`config.mk`:
```
export PLATFORM = sky130hd
export DESIGN_NAME = mac_table_arbiter
export DESIGN_NICKNAME = d
export VERILOG_FILES = /design/src/rtl/mac_table_arbiter.sv
export SDC_FILE = /design/constraint.sdc
export NUM_CORES = 1
export LEC_CHECK = 0
export CORE_MARGIN = 3
export CORE_UTILIZATION = 33
export CTS_BUF_LIST = sky130_fd_sc_hd__clkbuf_4 sky130_fd_sc_hd__clkbuf_8
export DETAILED_ROUTE_END_ITERATION = 8
export GPL_ROUTABILITY_DRIVEN = 0
export HOLD_SLACK_MARGIN = 0.06
export PLACE_DENSITY = 0.79
export SETUP_SLACK_MARGIN = 0.4
export SLEW_MARGIN = 0
export SYNTH_ARGS = -nofsm -noshare
export SYNTH_HDL_FRONTEND = slang
export SYNTH_SLANG_ARGS = --single-unit
```
`constraint.sdc`:
```
create_clock -name iclk -period 2.35 [get_ports iclk]
set_input_delay 0.47 -clock iclk [delete_from_list [all_inputs] [get_ports iclk]]
set_output_delay 0.47 -clock iclk [all_outputs]
set_load 0.01 [all_outputs]
```
`src/rtl/mac_table_arbiter.sv`:
```
// Sequences the single-port MAC table between pPORTS lookup/learn requesters and an aging scanner.
// The aging scanner exists only when MAC_TABLE_AGING_EN is defined; otherwise requesters own every slot.
module mac_table_arbiter #(
    parameter int pPORTS      = 4,
    parameter int pADRESS     = 2,
    parameter int pSLOTS      = 16384,
    parameter int pTIME       = 9,
    parameter int pAGE_INIT   = 300,
    parameter int pAGE_PERIOD = 131072
) (
    input  logic                             iclk,
    input  logic                             i_rst_n,
    input  logic [pPORTS-1:0]                i_req,
    input  logic [pPORTS-1:0]                i_learn,
    input  logic [pPORTS*$clog2(pSLOTS)-1:0] i_key,
    input  logic [pPORTS*pADRESS-1:0]        i_src_port,
    output logic [pPORTS-1:0]                o_grant,
    output logic                             o_resp_valid,
    output logic [pPORTS-1:0]                o_resp_req,
    output logic                             o_resp_hit,
    output logic [pADRESS-1:0]               o_resp_port,
    output logic                             o_mem_en,
    output logic                             o_mem_we,
    output logic [$clog2(pSLOTS)-1:0]        o_mem_addr,
    output logic [pADRESS-1:0]               o_mem_wport,
    output logic [pTIME-1:0]                 o_mem_wtime,
    input  logic [pADRESS-1:0]               i_mem_rport,
    input  logic [pTIME-1:0]                 i_mem_rtime,
    output logic                             o_age_busy,
    output logic                             o_age_overrun
);
    localparam int KW = $clog2(pSLOTS);
    localparam int PW = (pPORTS > 1) ? $clog2(pPORTS) : 1;

    typedef enum logic [2:0] {IDLE, LK_RD, LK_RSP, LRN_WR, AGE_RD, AGE_WR} state_t;

    state_t             state_q, state_d;
    logic [PW-1:0]      rr_q, rr_d;
    logic [pPORTS-1:0]  owner_q, owner_d;
    logic [pPORTS-1:0]  grant_q, grant_d;
    logic               resp_valid_q, resp_valid_d;
    logic [pPORTS-1:0]  resp_req_q, resp_req_d;
    logic               resp_hit_q, resp_hit_d;
    logic [pADRESS-1:0] resp_port_q, resp_port_d;
    logic               mem_en_q, mem_en_d;
    logic               mem_we_q, mem_we_d;
    logic [KW-1:0]      mem_addr_q, mem_addr_d;
    logic [pADRESS-1:0] mem_wport_q, mem_wport_d;
    logic [pTIME-1:0]   mem_wtime_q, mem_wtime_d;

    logic               found;
    logic [PW-1:0]      sel, idx;
    logic [KW-1:0]      key_sel;
    logic [pADRESS-1:0] src_sel;
    logic               learn_sel;

    // Round-robin search starting at the pointer, then mux out the winner's request fields.
    always_comb begin
        found = 1'b0;
        sel   = '0;
        idx   = '0;
        for (int i = 0; i < pPORTS; i++) begin
            idx = PW'((int'(rr_q) + i) % pPORTS);
            if (!found && i_req[idx]) begin
                found = 1'b1;
                sel   = idx;
            end
        end
        key_sel   = '0;
        src_sel   = '0;
        learn_sel = 1'b0;
        for (int p = 0; p < pPORTS; p++) begin
            if (sel == PW'(p)) begin
                key_sel   = i_key[p*KW +: KW];
                src_sel   = i_src_port[p*pADRESS +: pADRESS];
                learn_sel = i_learn[p];
            end
        end
    end

`ifdef MAC_TABLE_AGING_EN
    localparam int TW = $clog2(pAGE_PERIOD);

    logic [TW-1:0] tick_q;
    logic          tick_wrap;
    logic [KW-1:0] index_q, index_d;
    logic          age_busy_q, age_busy_d;
    logic          overrun_q, overrun_d;
    logic          last_req_q, last_req_d;
    logic          scan_go;

    assign tick_wrap = (tick_q == TW'(pAGE_PERIOD - 1));
    // Requesters and the scanner alternate when both are pending.
    assign scan_go   = age_busy_q && ((i_req == '0) || last_req_q);

    always_ff @(posedge iclk) begin
        if (!i_rst_n) begin
            tick_q     <= '0;
            index_q    <= '0;
            age_busy_q <= 1'b0;
            overrun_q  <= 1'b0;
            last_req_q <= 1'b0;
        end else begin
            tick_q     <= tick_wrap ? '0 : tick_q + TW'(1);
            index_q    <= index_d;
            age_busy_q <= age_busy_d;
            overrun_q  <= overrun_d;
            last_req_q <= last_req_d;
        end
    end

    assign o_age_busy    = age_busy_q;
    assign o_age_overrun = overrun_q;
`else
    assign o_age_busy    = 1'b0;
    assign o_age_overrun = 1'b0;
`endif

    always_comb begin
        state_d      = state_q;
        rr_d         = rr_q;
        owner_d      = owner_q;
        grant_d      = '0;
        resp_valid_d = 1'b0;
        resp_req_d   = '0;
        resp_hit_d   = 1'b0;
        resp_port_d  = '0;
        mem_en_d     = 1'b0;
        mem_we_d     = 1'b0;
        mem_addr_d   = '0;
        mem_wport_d  = '0;
        mem_wtime_d  = '0;
`ifdef MAC_TABLE_AGING_EN
        index_d      = index_q;
        last_req_d   = last_req_q;
        age_busy_d   = age_busy_q;
        overrun_d    = overrun_q | (tick_wrap & age_busy_q);
        if (tick_wrap && !age_busy_q) begin
            age_busy_d = 1'b1;
            index_d    = '0;
        end
`endif
        case (state_q)
            IDLE: begin
`ifdef MAC_TABLE_AGING_EN
                if (scan_go) begin
                    state_d    = AGE_RD;
                    mem_en_d   = 1'b1;
                    mem_addr_d = index_q;
                    last_req_d = 1'b0;
                end else if (found) begin
                    last_req_d = 1'b1;
`else
                if (found) begin
`endif
                    grant_d[sel] = 1'b1;
                    rr_d         = PW'((int'(sel) + 1) % pPORTS);
                    mem_en_d     = 1'b1;
                    mem_addr_d   = key_sel;
                    if (learn_sel) begin
                        state_d     = LRN_WR;
                        mem_we_d    = 1'b1;
                        mem_wport_d = src_sel;
                        mem_wtime_d = pTIME'(pAGE_INIT);
                    end else begin
                        state_d      = LK_RD;
                        owner_d      = '0;
                        owner_d[sel] = 1'b1;
                    end
                end
            end
            LK_RD:  state_d = LK_RSP;
            LK_RSP: begin
                state_d      = IDLE;
                resp_valid_d = 1'b1;
                resp_req_d   = owner_q;
                resp_hit_d   = (i_mem_rtime != '0);
                resp_port_d  = (i_mem_rtime != '0) ? i_mem_rport : '0;
            end
            LRN_WR: state_d = IDLE;
`ifdef MAC_TABLE_AGING_EN
            AGE_RD: state_d = AGE_WR;
            AGE_WR: begin
                // Read data for slot[index] is on the bus now; empty slots are left untouched.
                state_d = IDLE;
                if (i_mem_rtime != '0) begin
                    mem_en_d    = 1'b1;
                    mem_we_d    = 1'b1;
                    mem_addr_d  = index_q;
                    mem_wport_d = i_mem_rport;
                    mem_wtime_d = i_mem_rtime - pTIME'(1);
                end
                if (index_q == KW'(pSLOTS - 1)) begin
                    index_d    = '0;
                    age_busy_d = 1'b0;
                end else begin
                    index_d    = index_q + KW'(1);
                end
            end
`endif
            default: state_d = IDLE;
        endcase
    end

    always_ff @(posedge iclk) begin
        if (!i_rst_n) begin
            state_q      <= IDLE;
            rr_q         <= '0;
            owner_q      <= '0;
            grant_q      <= '0;
            resp_valid_q <= 1'b0;
            resp_req_q   <= '0;
            resp_hit_q   <= 1'b0;
            resp_port_q  <= '0;
            mem_en_q     <= 1'b0;
            mem_we_q     <= 1'b0;
            mem_addr_q   <= '0;
            mem_wport_q  <= '0;
            mem_wtime_q  <= '0;
        end else begin
            state_q      <= state_d;
            rr_q         <= rr_d;
            owner_q      <= owner_d;
            grant_q      <= grant_d;
            resp_valid_q <= resp_valid_d;
            resp_req_q   <= resp_req_d;
            resp_hit_q   <= resp_hit_d;
            resp_port_q  <= resp_port_d;
            mem_en_q     <= mem_en_d;
            mem_we_q     <= mem_we_d;
            mem_addr_q   <= mem_addr_d;
            mem_wport_q  <= mem_wport_d;
            mem_wtime_q  <= mem_wtime_d;
        end
    end

    assign o_grant      = grant_q;
    assign o_resp_valid = resp_valid_q;
    assign o_resp_req   = resp_req_q;
    assign o_resp_hit   = resp_hit_q;
    assign o_resp_port  = resp_port_q;
    assign o_mem_en     = mem_en_q;
    assign o_mem_we     = mem_we_q;
    assign o_mem_addr   = mem_addr_q;
    assign o_mem_wport  = mem_wport_q;
    assign o_mem_wtime  = mem_wtime_q;

endmodule
```
== Yosys cells after proc, flatten, opt, wreduce, memory -nomap -nowiden ==
Cells that the tools add are included.
Word-level totals
  flip-flop bits (word level): 48
  input port bits: 85
  output and inout bits: 41
  word-level logic and storage cells: 84
Cells by class
  $add $sub $neg: 4
  order comparisons: 6
  equality and inequality tests: 6
  multiplexer cells: 37
  bitwise gates (word level): 1
  reductions and logical operators: 17
Operator list (number)
  14-bit two-way mux: 4
  2-bit two-way mux: 9
  1-bit two-way mux: 16
  2-bit by 3-bit less-than comparator with 1-bit output (second input constant): 5
  9-bit two-way mux: 1
  3-bit AND reduction: 3
  9-bit nonzero test: 1
  1-bit binary-select mux with 2-bit select: 4
  3-bit case mux with 2 select lines: 1
  2-bit AND reduction: 3
  2-bit by 1-bit adder with 2-bit output (second input constant): 2
  2-bit adder (second input constant): 2
  2-bit == test (second input constant): 2
  1-bit logical AND: 4
  4-bit AND reduction: 1
  3-bit by 1-bit == test with 1-bit output (second input constant): 1
  3-bit by 2-bit == test with 1-bit output (second input constant): 1
  1-bit zero test: 3
  3-bit zero test: 1
  3-bit two-way mux: 1
  1-bit demux with 2-bit select: 1
  2-bit by 1-bit == test with 1-bit output (second input constant): 1
  2-bit by 1-bit greater-or-equal comparator with 1-bit output (second input constant): 1
  2-bit zero test: 1
  other kinds (2): 2

== Logic depth before layout (Yosys ltp) ==
Gate-level depths: netlist of run 1.
  word-level depth: 20
  gate-level depth with buffers: 11
  mapped depth without buffers: 9

== Worst setup path after synthesis of run 1 ==
No wires, ideal clock.
  path type: input -> register
  start: input port i_req[2]
  end: register mem_wport_q[0] (netlist: o_mem_wport[0])
  arrival: 2.128 ns
  setup slack: 0.107 ns
  stages: 11
  cell sequence: mux2i_1 -> nor2_1 -> nor3_1 -> inv_1 -> ha_1 -> nor2b_1 -> buf_2 -> buf_6 -> a221oi_1 -> o31ai_1 -> and2_1
Between the ends
  longest elaborated chain between the ends: 18
  elaborated cells on any way between the ends: 35
  those cells by class: eq/ne (3); mux (24); reduce/logical (8)
RTL lines
  start: declaration: line 13  | input logic [pPORTS-1:0] i_req,
  1-bit binary-select mux with 2-bit select: line 64  | if (!found && i_req[idx]) begin
  1-bit two-way mux (implied by the code): line 64
  1-bit two-way mux: line 64
  1-bit zero test: line 64
  1-bit logical AND: line 64
  1-bit two-way mux: line 64
  1-bit zero test: line 64
  1-bit logical AND: line 64
  1-bit two-way mux: line 64
  1-bit zero test: line 64
  1-bit logical AND: line 64
  2-bit two-way mux: line 64
  2-bit zero test: line 73  | if (sel == PW'(p)) begin
  1-bit two-way mux (4 in series): line 73
  4-bit AND reduction (no source line)
  end signal: assignment: line 232  | mem_wport_q <= mem_wport_d;
  end: declaration: line 48  | logic [pADRESS-1:0] mem_wport_q, mem_wport_d;
Parallel ways exist; a longest one is shown, timed or not. The select of a mux whose other input is x is not followed.
A chain may end at the register's enable or synchronous reset.

== Final worst setup path of run 1 ==
  start: register rr_q[1]
  end: register mem_wport_q[1] (netlist: o_mem_wport[1])
Between the ends
  longest elaborated chain between the ends: 18
  elaborated cells on any way between the ends: 38
  those cells by class: add/sub (3); eq/ne (3); mux (24); reduce/logical (8)
RTL lines
  start: declaration: line 38  | logic [PW-1:0] rr_q, rr_d;
  start signal: assignment: line 222  | rr_q <= rr_d;
  branches (longest 18 deep; another with 2-bit by 1-bit adder with 2-bit output)
Parallel ways; which one is timed is not known. The select of a mux whose other input is x is not followed.

==> metrics.json, run 1 <==
{
  "outcome": {
    "result_of_the_run": "complete, no violations"
  },
  "worst_hold_path": {
    "min-delay-path-class": "flop to flop",
    "holdPathStages": 1
  },
  "global_routing": {
    "grt_first_pass_wirelength_um": 8800,
    "globalRouteOverflowTotal": 0,
    "grt_max_degree": 27,
    "first_global_vias": 1881,
    "initial_antenna_violation_count": 0,
    "grt.total_usage": 0.174
  },
  "sta": {
    "timing.final.ws_setup_ns": 0.257,
    "timing.final.max_slew_violations": 0,
    "fin_skew_ns": 0.00493,
    "finalCritPeriodShare": 0.891,
    "fin_tns_setup_ns": 0,
    "finalSetupViolCount": 0,
    "final-hold-violation-count": 0,
    "fmaxAchievable_mhz": 478,
    "finalHoldWorstSlack_ns": 0.450,
    "grt_setup_unrepaired": "yes",
    "layout_min_cycle_time_ns": 2.09
  },
  "floorplanning": {
    "start_util": 0.352,
    "floorplan.die_area_um2": 6550,
    "floorplan.core_area_um2": 5270,
    "core.rowCount": 26,
    "io_pins": 126,
    "die-height_um": 81.0,
    "die_width_um": 81.0
  },
  "synthesis": {
    "ys_flop_type": "sky130_fd_sc_hd__dfxtp_1",
    "ys_ff_latch": 38,
    "ys_seq_area_frac": 0.410,
    "syn_area_um2": 1850,
    "postSynthCellCount": 210,
    "count_of_flip_flops_with_a_built_in_enable_after_synthesis": 0,
    "synth.largest_area_cell": "sky130_fd_sc_hd__dfxtp_1",
    "syn_area_per_cell_um2": 8.83,
    "yosys_warnings": 0,
    "fraction_of_registers_with_async_set_reset": 0,
    "synth_cell_types": 36,
    "yosysTopAreaCellShare": 0.410,
    "synthTopCellsByArea": "sky130_fd_sc_hd__dfxtp_1 (41%), sky130_fd_sc_hd__a221oi_1 (8.0%), sky130_fd_sc_hd__a211o_1 (6.6%), sky130_fd_sc_hd__nand2_1 (5.3%), sky130_fd_sc_hd__a21oi_1 (5.1%)"
  },
  "worst_setup_path": {
    "arrival_time_at_the_worst_endpoint_ns": 2.34,
    "timing_worst_setup_path_type": "flop to flop",
    "crit_slowest_cell": "sky130_fd_sc_hd__dfxtp_4",
    "end_kind": "flop",
    "path_common_cell": "sky130_fd_sc_hd__a211oi_2",
    "cp_cell_sequence": "mux2i_1 > nor2_1 > nor3_4 > buf_4 > buf_6 > ha_4 > a211oi_2 > a211oi_2 > nor2b_4 > and2_4",
    "worstRegToRegCells": 10,
    "critical_path.startpoint_type": "flop",
    "critPathMaxStageDelay_ns": 0.39,
    "worst-path-max-fanout": 6,
    "crit_required_ns": 2.59
  },
  "layout": {
    "final_cell_mix": "sky130_fd_sc_hd__clkdlybuf4s50_1 (114), sky130_fd_sc_hd__dfxtp_1 (37), sky130_fd_sc_hd__nand2_1 (26)",
    "mostFrequentLayoutCell": "sky130_fd_sc_hd__clkdlybuf4s50_1",
    "finish.net_count": 424,
    "syn2layout_area_growth_pct": 88.8,
    "final_core_utilization": 0.664,
    "antenna-diode-count": 0,
    "drive_gt1_frac": 0.199
  },
  "placement": {
    "io_buffers": 118,
    "detailedPlacementHpwl_um": 4400,
    "detailedPlace.worstSlack_ns": -0.438
  },
  "cts": {
    "cts-buffers-inserted": 5,
    "cts_hold_repair_buffers": 0,
    "insertion_delay_ns": 0.29,
    "path_clk_slew_ns": 0.08,
    "tritoncts": "built",
    "cts.htree.levels": 2,
    "max-clock-path-buffers": 2,
    "cts-root-buf": "sky130_fd_sc_hd__clkbuf_8",
    "clock_sinks": 38
  },
  "drt": {
    "drt.antenna.violating_nets": 0,
    "routed-via-count": 1903,
    "dr.first_iter.drc_count": 65,
    "route.detailed.drc": 0,
    "drt_wl_total_um": 5800,
    "route.detailed.wl_per_inst_um": 14.3,
    "detailedRoute.firstPassIterationCount": 4,
    "routed_via_density": 4.69
  },
  "run": {
    "maxCapViolations": 0
  },
  "pwr": {
    "power_mw": 2.83,
    "power_density_nw_per_um2": 808,
    "max-vdd-ir-drop_v": 0.000349,
    "power.leakage_nw": 1.41
  }
}
==> critical path: cells and delay by family, from the launching register on <==
family,cells,cell delay [ns]
simple gates,4,0.59
compound gates,2,0.44
flops,1,0.39
buf+inv,2,0.24
mux,1,0.22
fa+ha+maj,1,0.17
==> Yosys cell counts (2+ instances only) <==
master                     instances
sky130_fd_sc_hd__buf_6             2
sky130_fd_sc_hd__nor3_1            4
sky130_fd_sc_hd__inv_1            19
sky130_fd_sc_hd__and2_1           12
sky130_fd_sc_hd__a221oi_1         17
sky130_fd_sc_hd__nor2b_1           4
sky130_fd_sc_hd__a211o_1          14
sky130_fd_sc_hd__nor2_1            3
sky130_fd_sc_hd__a21oi_1          19
sky130_fd_sc_hd__buf_4            12
sky130_fd_sc_hd__ha_1              4
sky130_fd_sc_hd__nand2_1          26
sky130_fd_sc_hd__buf_2             4
sky130_fd_sc_hd__o31ai_1           2
sky130_fd_sc_hd__mux2i_1           4
sky130_fd_sc_hd__dfxtp_1          38
sky130_fd_sc_hd__clkbuf_1          7
==> logic make-up after synthesis <==
logic type,synth area share
and+or+nand+nor,0.178
AOI/OAI and AO/OA,0.235
buffers and inverters,0.126
DFF,0.410
muxes,0.0216
adders and majority gates,0.0270
other,0.00202
==> what timing repair did <==
| item | in CTS | in global routing |
|---|---|---|
| endpoints found under the setup margin | 25 | 22 |
| gates cloned | 0 | 1 |
| setup buffers | 2 | 0 |
| gates resized for setup | 35 | 8 |
| pin swaps | 11 | 7 |
| hold endpoints to repair | 0 | 0 |
==> metrics by stage <==
stage	cells	cell area, um^2
after floorplan	216	1930
after global placement	395	3160
after detailed placement	395	3160
after CTS	405	3440
after global routing	406	3500
final	406	3500
==> path summary, 6_finish.rpt <==
| kind | start | end | slack (ns) |
|---|---|---|---|
| max | rr_q[1]$_SDFFE_PN0P_ | o_mem_wport[1]$_SDFF_PN0_ | 0.26 |
| min reg2reg | state_q[1]$_SDFFE_PN0P_ | state_q[1]$_SDFFE_PN0P_ | 0.45 |
| max reg2reg | rr_q[1]$_SDFFE_PN0P_ | o_mem_wport[1]$_SDFF_PN0_ | 0.26 |
| min | state_q[1]$_SDFFE_PN0P_ | state_q[1]$_SDFFE_PN0P_ | 0.45 |
==> sequential cells by signal, indices dropped and copies added, names as in the netlist, 2 cells and up <==
register	count
o_grant	4
o_mem_addr	14
o_mem_wport	2
o_resp_port	2
o_resp_req	4
owner_q	4
state_q	2
rr_q	2
==> layout make-up <==
cell class	instances	area [um^2]
well taps	70	87.6
multi-input cells	133	1060
flip-flops and latches	38	764
inverters	20	75.1
clock buffers	5	68.8
repair buffers	137	1370
fillers	453	1770
clock inverters	3	68.8
==> where the power goes <==
group | internal, mW | switching, mW
logic | 0.763 | 0.591
clock network | 0.425 | 0.239
registers | 0.761 | 0.0498
==> metal layers <==
metal  global-route usage  up-vias  wire length (um)
li1                     -      960                 -
met1                0.195      853              2320
met2                0.310       76              2910
met3               0.0421       14               418
met4               0.0794        0               150
met5                    0        -                 0
Note: power is estimated with default switching activity, not from simulation.
==> inputs of run 2 (changes only) <==
--- a/config.mk
+++ b/config.mk
@@ -17,3 +17,4 @@
 export SYNTH_ARGS = -nofsm -noshare
 export SYNTH_HDL_FRONTEND = slang
 export SYNTH_SLANG_ARGS = --single-unit
+export TNS_END_PERCENT = 5
==> run 2 against run 1 <==
Combinational power is 6% lower. Sequential power hardly changed. Non-clock buffer count is 1 lower. Global-route usage is 0.66 points lower. Via count is 1.9% higher. Die area stayed put. Design area is 3.6% lower. Clock skew is 0.0013 ns higher. First-iteration DRC count is 4.6% lower. Critical endpoint is now o_mem_wport[0]$_SDFF_PN0_.
==> metrics.json, run 2 (synthesis gave the netlist of run 1 again) <==
{
  "sta": {
    "max_slew.worst_pin.slew_ns": 0.523,
    "maxSlewHeadroom": 0.650,
    "fmaxAchievable": {"value": 494, "unit": "MHz", "change": "+3.3%"},
    "fin_tns_setup": {"value": 0, "unit": "ns", "change": "unchanged"},
    "timing.final.ws_setup": {"value": 0.324, "unit": "ns", "change": "+0.0674 ns"},
    "timing.final.max_slew_violations": {"value": 0, "change": "unchanged"},
    "fin_skew": {"value": 0.00621, "unit": "ns", "change": "+0.00128 ns"},
    "finalCritPeriodShare": {"value": 0.862, "change": "-0.0287"},
    "layout_min_cycle_time": {"value": 2.03, "unit": "ns", "change": "-0.0674 ns"},
    "grt_setup_unrepaired": "yes",
    "finalSetupViolCount": {"value": 0, "change": "unchanged"},
    "final-hold-violation-count": {"value": 0, "change": "unchanged"}
  },
  "placement": {
    "detailedPlacementHpwl": {"value": 4370, "unit": "um", "change": "-0.61%"},
    "detailedPlace.worstSlack": {"value": -0.384, "unit": "ns", "change": "+0.0545 ns"},
    "io_buffers": {"value": 118, "change": "unchanged"}
  },
  "drt": {
    "drt_wl_total": {"value": 5710, "unit": "um", "change": "-1.5%"},
    "routed-via-count": {"value": 1939, "change": "+1.9%"},
    "route.met3.wl": {"value": 644, "unit": "um", "change": "+54%"},
    "met1_length": {"value": 2160, "unit": "um", "change": "-6.7%"},
    "dr.first_iter.drc_count": {"value": 62, "change": "-4.6%"},
    "routed_via_density": {"value": 4.79, "change": "+2.1%"},
    "topRoutingLayerUsed": "met4",
    "drt.antenna.violating_nets": {"value": 0, "change": "unchanged"},
    "route.detailed.drc": {"value": 0, "change": "unchanged"},
    "detailedRoute.firstPassIterationCount": {"value": 4, "change": "unchanged"},
    "routed-wl-met2": {"value": 2830, "unit": "um", "change": "-2.8%"},
    "route.detailed.wl_per_inst": {"value": 14.1, "unit": "um", "change": "-1.2%"}
  },
  "pwr": {
    "share_of_power_burned_in_registers": {"value": 0.307, "change": "+0.021"},
    "max-vdd-ir-drop": {"value": 0.000346, "unit": "V", "change": "-0.71%"},
    "power.leakage": {"value": 1.34, "unit": "nW", "change": "-4.7%"},
    "proportion_of_total_power_due_to_net_switching": {"value": 0.324, "change": "+0.0131"},
    "power_density": {"value": 783, "unit": "nW/um^2", "change": "-3.1%"},
    "power": {"value": 2.64, "unit": "mW", "change": "-6.6%"},
    "p_int": {"value": 1.79, "unit": "mW", "change": "-8.4%"},
    "share_clk_of_total_power": {"value": 0.212, "change": "-0.023"},
    "power.share.combinational": {"value": 0.481, "change": "+0.002"},
    "power.switching": {"value": 856, "unit": "uW", "change": "-2.7%"}
  },
  "floorplanning": {
    "io_pins": {"value": 126, "change": "unchanged"},
    "die-height": {"value": 81.0, "unit": "um", "change": "unchanged"},
    "floorplan.die_area": {"value": 6550, "unit": "um^2", "change": "unchanged"},
    "core.rowCount": {"value": 26, "change": "unchanged"},
    "die_width": {"value": 81.0, "unit": "um", "change": "unchanged"},
    "start_util": {"value": 0.352, "change": "unchanged"},
    "floorplan.core_area": {"value": 5270, "unit": "um^2", "change": "unchanged"}
  },
  "worst_setup_path": {
    "timing_worst_setup_path_type": "primary input to flop",
    "crit_slowest_cell": "sky130_fd_sc_hd__a211oi_2",
    "path_common_cell": "sky130_fd_sc_hd__a211oi_2",
    "critPathMaxStageDelay": {"value": 0.32, "unit": "ns", "change": "-0.07 ns"},
    "worst-path-max-fanout": {"value": 5, "change": "-1"},
    "crit_required": {"value": 2.59, "unit": "ns", "change": "about the same"},
    "arrival_time_at_the_worst_endpoint": {"value": 2.27, "unit": "ns", "change": "-0.07 ns"},
    "cp_cell_sequence": "dlygate4sd2_1 > mux2i_1 > nor2_1 > nor3_2 > buf_4 > ha_4 > a211oi_2 > a211oi_2 > nor2b_4 > and2_1",
    "critical_path.startpoint_type": "primary input",
    "end_kind": "flop"
  },
  "layout": {
    "syn2layout_area_growth_pct": 81.9,
    "largest_register_ffs": {"value": 14, "change": "unchanged"},
    "finish.net_count": {"value": 423, "change": "-0.24%"},
    "mostFrequentLayoutCell": "sky130_fd_sc_hd__clkdlybuf4s50_1",
    "drive_gt1_frac": {"value": 0.176, "change": "-0.0233"},
    "final_cell_mix": "sky130_fd_sc_hd__clkdlybuf4s50_1 (114), sky130_fd_sc_hd__dfxtp_1 (37), sky130_fd_sc_hd__nand2_1 (26)",
    "final_core_utilization": {"value": 0.640, "change": "-0.0242"},
    "filler_cell_count": {"value": 468, "change": "+3.3%"},
    "antenna-diode-count": {"value": 0, "change": "unchanged"}
  },
  "cts": {
    "tritoncts": "built",
    "cts-buffers-inserted": {"value": 5, "change": "unchanged"},
    "clock_sinks": {"value": 38, "change": "unchanged"},
    "cts-root-buf": "sky130_fd_sc_hd__clkbuf_8",
    "path_clk_slew": {"value": 0.08, "unit": "ns", "change": "about the same"},
    "cts_hold_repair_buffers": {"value": 0, "change": "unchanged"},
    "cts.htree.levels": {"value": 2, "change": "unchanged"},
    "insertion_delay": {"value": 0.29, "unit": "ns", "change": "about the same"},
    "max-clock-path-buffers": {"value": 2, "change": "unchanged"}
  },
  "global_routing": {
    "grt_max_degree": {"value": 25, "change": "-7.4%"},
    "grt_first_pass_wirelength": {"value": 8490, "unit": "um", "change": "-3.5%"},
    "globalRouteOverflowTotal": {"value": 0, "change": "unchanged"},
    "initial_antenna_violation_count": {"value": 0, "change": "unchanged"},
    "first_global_vias": {"value": 1897, "change": "+0.85%"},
    "grt.total_usage": {"value": 0.167, "change": "-0.00658"}
  },
  "worst_hold_path": {
    "min-delay-path-class": "flop to flop"
  },
  "outcome": {
    "result_of_the_run": "complete, no violations"
  },
  "run": {
    "maxCapViolations": {"value": 0, "change": "unchanged"}
  }
}
## run 2: cell types whose count changed in the layout (fill, tap and decap cells not counted), sizes merged
| cell | previous run | this run |
|---|---|---|
| clkinv | 1 | 0 |
| clkinvlp | 0 | 2 |
| dlygate4sd2 | 1 | 2 |
| bufinv | 2 | 1 |
| clkbuf | 7 | 5 |
## run 2: power groups by stage
stage	logic [mW]	clock network (mW)	registers [mW]
2_1_floorplan	0.628	0	0.857
3_3_place_gp	1.10	0	0.817
3_5_place_dp	1.12	0	0.821
4_1_cts	1.23	0.575	0.811
5_1_grt	1.38	0.594	0.824
6_report	1.27	0.560	0.810
## run 2: path summary, 6_finish.rpt
check	slack, ns	end	startpoint	depth (start not counted)
worst max-delay path	0.32	o_mem_wport[0]$_SDFF_PN0_	i_req[2]	10
worst min-delay path	0.45	state_q[1]$_SDFFE_PN0P_	state_q[1]$_SDFFE_PN0P_	1
worst max register to register	0.35	o_mem_wport[0]$_SDFF_PN0_	rr_q[1]$_SDFFE_PN0P_	9
worst min register to register	0.45	state_q[1]$_SDFFE_PN0P_	state_q[1]$_SDFFE_PN0P_	1
## run 2: per-layer routing
layer,track usage,vias up
met5,0,-
met4,0.0507,0
met3,0.0721,10
met2,0.310,90
met1,0.168,881
li1,-,958
## run 2: final cells by class
type / count / area, um^2 / area share
clock buffers: 5 / 68.8 / 0.0204
well taps: 70 / 87.6 / 0.0260
repair buffers: 136 / 1320 / 0.392
inverters: 20 / 77.6 / 0.0230
multi-input cells: 133 / 1010 / 0.299
flip-flops and latches: 38 / 764 / 0.227
clock inverters: 3 / 45.0 / 0.0134
## run 2: timing repair
action,in CTS,in global routing
resized for setup,30,8
endpoints found under the hold margin,0,0
gates cloned,0,1
setup endpoints to repair,24,22
pin swaps,6,10
buffers inserted,4,2
## run 2: through the flow
step	instances	hold WS [ns]	instance area, um^2
2_1_floorplan	216	0.414	1900
3_3_place_gp	390	0.429	3090
3_5_place_dp	390	0.442	3090
4_1_cts	402	0.453	3320
5_1_grt	405	0.474	3370
6_report	405	0.454	3370
## run 2: critical path, delay by kind of cell
family	cells	cell delay (ns)
and+or+nand+nor	4	0.63
buffers and inverters	2	0.45
adders and majority gates	1	0.16
AOI/OAI and AO/OA	2	0.39
muxes	1	0.15
